## src/rtl/drive_arbiter_if.sv

```systemverilog
// Signal bundle between the command sources and the drive arbiter.
// cmd_valid is a one-cycle pulse with no ready: the arbiter samples arduino_command on every pulse and never stalls the link.
interface drive_arbiter_if;
  logic       cmd_valid;
  logic [7:0] arduino_command;
  logic       manual_on;
  logic [3:0] auto_command;
  logic [3:0] drive_cmd;
  logic       mode;
  logic       timeout;
  logic [1:0] fsm_state;

  modport master (
    output cmd_valid, arduino_command, manual_on, auto_command,
    input  drive_cmd, mode, timeout, fsm_state
  );

  modport slave (
    input  cmd_valid, arduino_command, manual_on, auto_command,
    output drive_cmd, mode, timeout, fsm_state
  );
endinterface

```

## src/rtl/drive_arbiter.sv

```systemverilog
// Chooses between manual (Arduino) and autonomous motor commands, with a debounce filter,
// a forced-stop dwell on mode change or direction reversal, and a manual-link watchdog.
module drive_arbiter #(
  parameter int STABLE_COUNT   = 2,
  parameter int TIMEOUT_CYCLES = 50_000_000,
  parameter int DWELL_CYCLES   = 1000
) (
  input  logic            clk,
  input  logic            reset,
  drive_arbiter_if.slave  arb
);

  localparam int SC_W = $clog2(STABLE_COUNT + 1);
  localparam int WD_W = $clog2(TIMEOUT_CYCLES + 1);
  localparam int DW_W = (DWELL_CYCLES > 1) ? $clog2(DWELL_CYCLES) : 1;
  localparam logic [SC_W-1:0] SC_MAX  = SC_W'(STABLE_COUNT);
  localparam logic [WD_W-1:0] WD_MAX  = WD_W'(TIMEOUT_CYCLES);
  localparam logic [DW_W-1:0] DW_LAST = DW_W'(DWELL_CYCLES - 1);

  typedef enum logic [1:0] {
    ST_IDLE    = 2'd0,
    ST_RUN     = 2'd1,
    ST_DWELL   = 2'd2,
    ST_TIMEOUT = 2'd3
  } state_e;

  state_e          state_q;
  logic [3:0]      drive_q;
  logic            mode_q;
  logic            timeout_q;
  logic [3:0]      cand_q, cand_d;
  logic [SC_W-1:0] cnt_q, cnt_d;
  logic [3:0]      man_tgt_q, man_tgt_d;
  logic [WD_W-1:0] wd_q, wd_d;
  logic [DW_W-1:0] dwell_q;

  logic [3:0] man_dec, auto_dec, target;
  logic       mode_chg, wd_expired, reversal;

  // Unlisted bytes decode to stop so a corrupted link byte can never move the robot.
  function automatic logic [3:0] decode(input logic [7:0] b);
    case (b)
      8'h00, 8'h01, 8'h02, 8'h03, 8'h04,
      8'h05, 8'h08, 8'h09, 8'h0C: decode = b[3:0];
      8'h0A:                      decode = 4'h1;
      default:                    decode = 4'h0;
    endcase
  endfunction

  always_comb begin
    man_dec    = decode(arb.arduino_command);
    auto_dec   = decode({4'h0, arb.auto_command});
    target     = mode_q ? man_tgt_q : auto_dec;
    mode_chg   = (arb.manual_on != mode_q);
    wd_expired = mode_q && (wd_q == WD_MAX) &&
                 ((state_q == ST_RUN) || (state_q == ST_DWELL));
    reversal   = (target[0] & drive_q[2]) | (target[2] & drive_q[0]);

    if (!mode_q || arb.cmd_valid) wd_d = '0;
    else if (wd_q != WD_MAX)      wd_d = wd_q + WD_W'(1);
    else                          wd_d = wd_q;

    cand_d    = cand_q;
    cnt_d     = cnt_q;
    man_tgt_d = man_tgt_q;
    if (mode_chg) begin
      cand_d    = '0;
      cnt_d     = '0;
      man_tgt_d = '0;
    end else begin
      if (arb.cmd_valid) begin
        if (man_dec == cand_q) begin
          if (cnt_q != SC_MAX) cnt_d = cnt_q + SC_W'(1);
        end else begin
          cand_d = man_dec;
          cnt_d  = SC_W'(1);
        end
        if (cnt_d == SC_MAX) man_tgt_d = cand_d;
      end
      if (wd_expired) man_tgt_d = '0;
    end
  end

  always_ff @(posedge clk or posedge reset) begin
    if (reset) begin
      state_q   <= ST_IDLE;
      drive_q   <= '0;
      mode_q    <= 1'b0;
      timeout_q <= 1'b0;
      cand_q    <= '0;
      cnt_q     <= '0;
      man_tgt_q <= '0;
      wd_q      <= '0;
      dwell_q   <= '0;
    end else begin
      cand_q    <= cand_d;
      cnt_q     <= cnt_d;
      man_tgt_q <= man_tgt_d;
      wd_q      <= wd_d;
      if (mode_chg) begin
        state_q   <= ST_DWELL;
        mode_q    <= arb.manual_on;
        drive_q   <= '0;
        timeout_q <= 1'b0;
        dwell_q   <= '0;
      end else begin
        case (state_q)
          ST_IDLE: begin
            state_q <= ST_RUN;
            drive_q <= '0;
          end
          ST_RUN: begin
            if (wd_expired) begin
              state_q   <= ST_TIMEOUT;
              drive_q   <= '0;
              timeout_q <= 1'b1;
            end else if (reversal) begin
              state_q <= ST_DWELL;
              drive_q <= '0;
              dwell_q <= '0;
            end else begin
              drive_q <= target;
            end
          end
          ST_DWELL: begin
            // Target changes here are ignored until exit, where the latest one is applied.
            if (wd_expired) begin
              state_q   <= ST_TIMEOUT;
              timeout_q <= 1'b1;
            end else if (dwell_q == DW_LAST) begin
              state_q <= ST_RUN;
              drive_q <= target;
            end else begin
              dwell_q <= dwell_q + DW_W'(1);
            end
          end
          ST_TIMEOUT: begin
            if (arb.cmd_valid) begin
              state_q   <= ST_IDLE;
              timeout_q <= 1'b0;
            end
          end
          default: state_q <= ST_IDLE;
        endcase
      end
    end
  end

  assign arb.drive_cmd = drive_q;
  assign arb.mode      = mode_q;
  assign arb.timeout   = timeout_q;
  assign arb.fsm_state = state_q;

endmodule

```

## src/flat_wrapper.sv

```systemverilog
// flat-port wrapper written by rule: the top's interface ports become plain ports
module drive_arbiter_flat 
#(
  parameter int STABLE_COUNT   = 2,
  parameter int TIMEOUT_CYCLES = 50_000_000,
  parameter int DWELL_CYCLES   = 1000
)
  (clk, reset, arb_cmd_valid, arb_arduino_command, arb_manual_on, arb_auto_command, arb_drive_cmd, arb_mode, arb_timeout, arb_fsm_state);
  drive_arbiter_if arb_i ();
  input  logic clk;
  input  logic reset;
  input wire logic [$bits(arb_i.cmd_valid)-1:0] arb_cmd_valid;
  input wire logic [$bits(arb_i.arduino_command)-1:0] arb_arduino_command;
  input wire logic [$bits(arb_i.manual_on)-1:0] arb_manual_on;
  input wire logic [$bits(arb_i.auto_command)-1:0] arb_auto_command;
  output wire logic [$bits(arb_i.drive_cmd)-1:0] arb_drive_cmd;
  output wire logic [$bits(arb_i.mode)-1:0] arb_mode;
  output wire logic [$bits(arb_i.timeout)-1:0] arb_timeout;
  output wire logic [$bits(arb_i.fsm_state)-1:0] arb_fsm_state;
  assign arb_i.cmd_valid = arb_cmd_valid;
  assign arb_i.arduino_command = arb_arduino_command;
  assign arb_i.manual_on = arb_manual_on;
  assign arb_i.auto_command = arb_auto_command;
  assign arb_drive_cmd = arb_i.drive_cmd;
  assign arb_mode = arb_i.mode;
  assign arb_timeout = arb_i.timeout;
  assign arb_fsm_state = arb_i.fsm_state;
  drive_arbiter #(.STABLE_COUNT(STABLE_COUNT), .TIMEOUT_CYCLES(TIMEOUT_CYCLES), .DWELL_CYCLES(DWELL_CYCLES)) u_core (.clk(clk), .reset(reset), .arb(arb_i));
endmodule
```

## config.mk

```make
export PLATFORM = sky130hd
export DESIGN_NAME = drive_arbiter_flat
export DESIGN_NICKNAME = d
export VERILOG_FILES = /design/src/rtl/drive_arbiter_if.sv /design/src/rtl/drive_arbiter.sv /design/src/flat_wrapper.sv
export SDC_FILE = /design/constraint.sdc
export NUM_CORES = 1
export LEC_CHECK = 0
export ABC_AREA = 1
export BUFFER_PORTS_ARGS = -buffer_cell sky130_fd_sc_hd__clkbuf_2
export CAP_MARGIN = 10
export CORE_MARGIN = 1
export CORE_UTILIZATION = 30
export DETAILED_ROUTE_END_ITERATION = 8
export PLACE_DENSITY = 0.45
export SLEW_MARGIN = 20
export SYNTH_ARGS = -nofsm -noshare
export SYNTH_HDL_FRONTEND = slang
export SYNTH_SLANG_ARGS = --single-unit
```

## constraint.sdc

```tcl
create_clock -name clk -period 3.75 [get_ports clk]
set_input_delay 0.375 -clock clk [delete_from_list [all_inputs] [get_ports clk]]
set_output_delay 0.375 -clock clk [all_outputs]
set_load 0.01 [all_outputs]
```

==> results.py <==
metrics = {
    "outcome": {
        "status": "finished with violations",
        "violations": "design-rule violations",
    },
    "detailed_routing": {
        "drc_errors": 2,
        "vias": 3329,
        "wl_um": 9331,
        "wl_per_cell_um": 13.76,
        "drt_iter0_drc": 146,
        "antenna_left": 0,
        "dr.pass1.iters": 8,
        "drt-vias-per-instance": 4.910,
    },
    "finish": {
        "fin_cells": 678,
        "area_growth_pct": 11.39,
        "drive_above_1_share": 0.1178,
        "diodes": 0,
        "fin_nets": 559,
    },
    "synthesis": {
        "synth-edff-count": 0,
        "syn_inst": 511,
        "ys_ff_latch": 54,
        "synth_simple_gate_area_frac": 0.3959,
        "muxShareOfSynthArea": 0,
        "synth_xor_area_frac": 0.02166,
        "syn_nets": 536,
        "synth_compound_area_frac": 0.08560,
        "synthAdderAreaFrac": 0.03145,
        "synth_area_leaders": "dfrtp_1, nand2_1, nand3_1",
        "synth_area_mm2": 0.003581,
        "synthArstFlopShare": 1.000,
        "synth_top_area_frac": 0.3774,
        "seq_area_frac_synth": 0.3774,
        "synth_top_area_cell": "dfrtp_1",
        "avgSynthCellArea_um2": 7.008,
        "synth_cell_type_count": 36,
        "ys_warn_count": 0,
        "synth_ff_type": "dfrtp_1",
        "synth_top_family_by_area": "simple AND/OR/NAND/NOR gates",
    },
    "clocking": {
        "worstSkewPairLatency_ps": 290,
        "clkTransAtPathRegs_ps": 70,
        "cts_tree": "yes",
        "clock_path_buffers": 2,
        "numCtsBuffers": 5,
        "htreeDepth": 2,
        "cts_root_buf": "clkbuf_16",
        "cts_post_setup_buffers_inserted": 0,
        "cts_resized": 0,
        "numClockSinks": 54,
        "hold_buffers": 0,
    },
    "sta": {
        "setup_viol": 0,
        "grt_setup_unrepaired": "no",
        "setup_tns_ps": 0,
        "hold_violations": 0,
        "finClkSkew_ps": 5.482,
        "slew_viol_final": 0,
        "min_period_ps": 2071,
        "max_clock_freq_mhz": 482.8,
        "slew_headroom": 0.6084,
        "final.period_utilization": 0.5523,
        "worst_pin_slew_ps": 586.6,
    },
    "place": {
        "dp.cells": 670,
        "dp_hpwl_um": 7165,
        "place.gp.congestion": 0.8034,
        "portBuffers": 23,
    },
    "critical_path": {
        "cp.required_ps": 3940,
        "arrival_ps": 2260,
        "crit_slowest_cell": "dfrtp_1",
        "crit_start": "u_core.arb.mode",
        "critPathMaxFanout": 24,
        "rr_startpoint": "u_core.arb.mode",
        "setup.worst_path.start_class": "flip-flop",
        "cp_cell_sequence": "xnor2_2 -> buf_4 -> inv_2 -> nor2_2 -> inv_2 -> nor2_1 -> inv_1 -> nand2_2 -> inv_1 -> nand2_1 -> nand2_1",
        "critPathKind": "flip-flop to flip-flop",
        "critPathMaxStageDelay_ps": 670,
        "crit_path_end_kind": "flip-flop",
    },
    "die": {
        "die_w_um": 111.3,
        "fp.dieH_um": 111.3,
        "core_mm2": 0.01152,
        "die_area_mm2": 0.01238,
        "initial_utilization": 0.3110,
        "placementRows": 39,
        "boundaryPins": 24,
    },
    "min_path": {
        "min_path_type": "input port to asynchronous set/reset pin",
    },
    "global_route": {
        "antenna_found_initial": 0,
        "grt_usage": 0.1602,
        "grt_max_degree": 30,
        "grt_pass1_wl_um": 16040,
        "grt_overflow": 0,
        "grt_pass1_vias": 3260,
    },
    "power_and_ir_drop": {
        "ir_worst_vdd_mv": 0.1798,
        "p_per_area_mw_per_mm2": 397.9,
        "p_leak_uw": 0.001850,
    },
    "job": {
        "maxCapViolCount": 0,
    },
}
[synth_stat cells (2+ instances only)]
cell type / instances
nand4_1: 14
nand2_2: 2
o21ai_1: 2
a211oi_1: 3
o22ai_1: 4
nand3_2: 4
a21oi_1: 24
nand3b_1: 3
buf_2: 3
dfrtp_1: 54
and3_1: 2
inv_1: 63
o31ai_1: 2
nor4_2: 4
xor2_1: 7
buf_4: 2
o21ai_0: 15
nand3_1: 51
nor2_1: 52
nor3_1: 20
nor3_2: 4
nand2_1: 137
nor4_1: 6
clkbuf_1: 3
inv_2: 6
nor2_2: 6
ha_1: 9
[per-stage QoR]
| step | util | hold WS (ps) | instance area, um2 | setup slack [ps] | power, uW |
|---|---|---|---|---|---|
| 3_3_place_gp | 0.3336 | 463.5 | 3841 | 1687 | 1115 |
| 4_1_cts | 0.3464 | 151.2 | 3989 | 1652 | 1610 |
| 2_1_floorplan | - | 458.3 | 3581 | 2060 | 1001 |
| 6_report | 0.3464 | 123.9 | 3989 | 1679 | 1587 |
| 5_1_grt | 0.3464 | 187.3 | 3989 | 1444 | 1698 |
| 3_5_place_dp | 0.3336 | 465.9 | 3841 | 1665 | 1121 |
[final cells by class]
type                       count  area, um2
clock buffer                   7      142.6
inverter                      69      259.0
multi-input combinational    378       1914
sequential                    54       1351
clock inverter                 1      5.005
fill                        1288       7527
timing repair buffer          26      137.6
tap                          143      178.9
[worst max-delay path: cells and delay by family, from the launching register on]
kind	cells	cell delay, ps
xor+xnor	1	170
buf+inv	5	670
flops	1	670
simple gates	5	450
[sequential cells by signal (all words and copies together), names as in the netlist]
name / cells
u_core.cnt_q: 2
u_core.arb.mode: 1
u_core.arb.fsm_state: 2
u_core.man_tgt_q: 4
u_core.wd_q: 26
u_core.dwell_q: 10
u_core.cand_q: 4
u_core.arb.drive_cmd: 4
u_core.arb.timeout: 1
[kinds of logic after synthesis]
| logic type | after synthesis |
|---|---|
| XOR/XNOR | 8 |
| buffers and inverters | 79 |
| AND/OR/NAND/NOR | 306 |
| flip-flops | 54 |
| adder cells (fa/ha/maj) | 9 |
| AO/OA/AOI/OAI | 55 |
[final timing paths]
check                                          endpoint  slack, ps  cells after the start
worst max-delay path            u_core.arb.fsm_state[1]       1680                     11
worst min-delay path                    u_core.wd_q[16]        120                      2
worst max register to register  u_core.arb.fsm_state[1]       1680                     11
worst min register to register  u_core.arb.drive_cmd[1]        490                      2
max in group asynchronous             u_core.dwell_q[8]       2800                      3
min in group clk                        u_core.arb.mode        230                      1
[power breakdown]
| part | switching (uW) | internal (uW) | leakage, uW |
|---|---|---|---|
| clock | 217 | 266 | 0.0000739 |
| sequential | 38.6 | 614 | 0.000744 |
| combinational | 317 | 134 | 0.00103 |
| total | 573 | 1010 | 0.00185 |
[per-layer routing]
metal  GRT usage  vias to the layer above  share of wire
li1            -                     1721              -
met1      0.2222                     1555           0.51
met2      0.2567                       47           0.45
met3     0.02296                        6          0.030
met4     0.05045                        0         0.0096
met5           0                        -              0
[placed cells by master (no fill, tap or decap), types with 2 or more instances in the layout]
cell	instances
nor3_2	4
nor2_1	52
nand2_2	2
nor2_2	6
nor3_1	20
o22ai_1	4
a211oi_1	3
nand3_2	4
o31ai_1	2
and3_1	2
nand3b_1	3
nand2_1	137
o21ai_0	15
nand4_1	14
a21oi_1	24
nand3_1	51
xor2_1	7
ha_1	9
buf_4	3
clkbuf_16	5
inv_1	62
o21ai_1	2
clkbuf_2	23
nor4_2	4
nor4_1	6
inv_2	7
dfrtp_1	54
No activity file was read; power rests on OpenSTA's default activity.
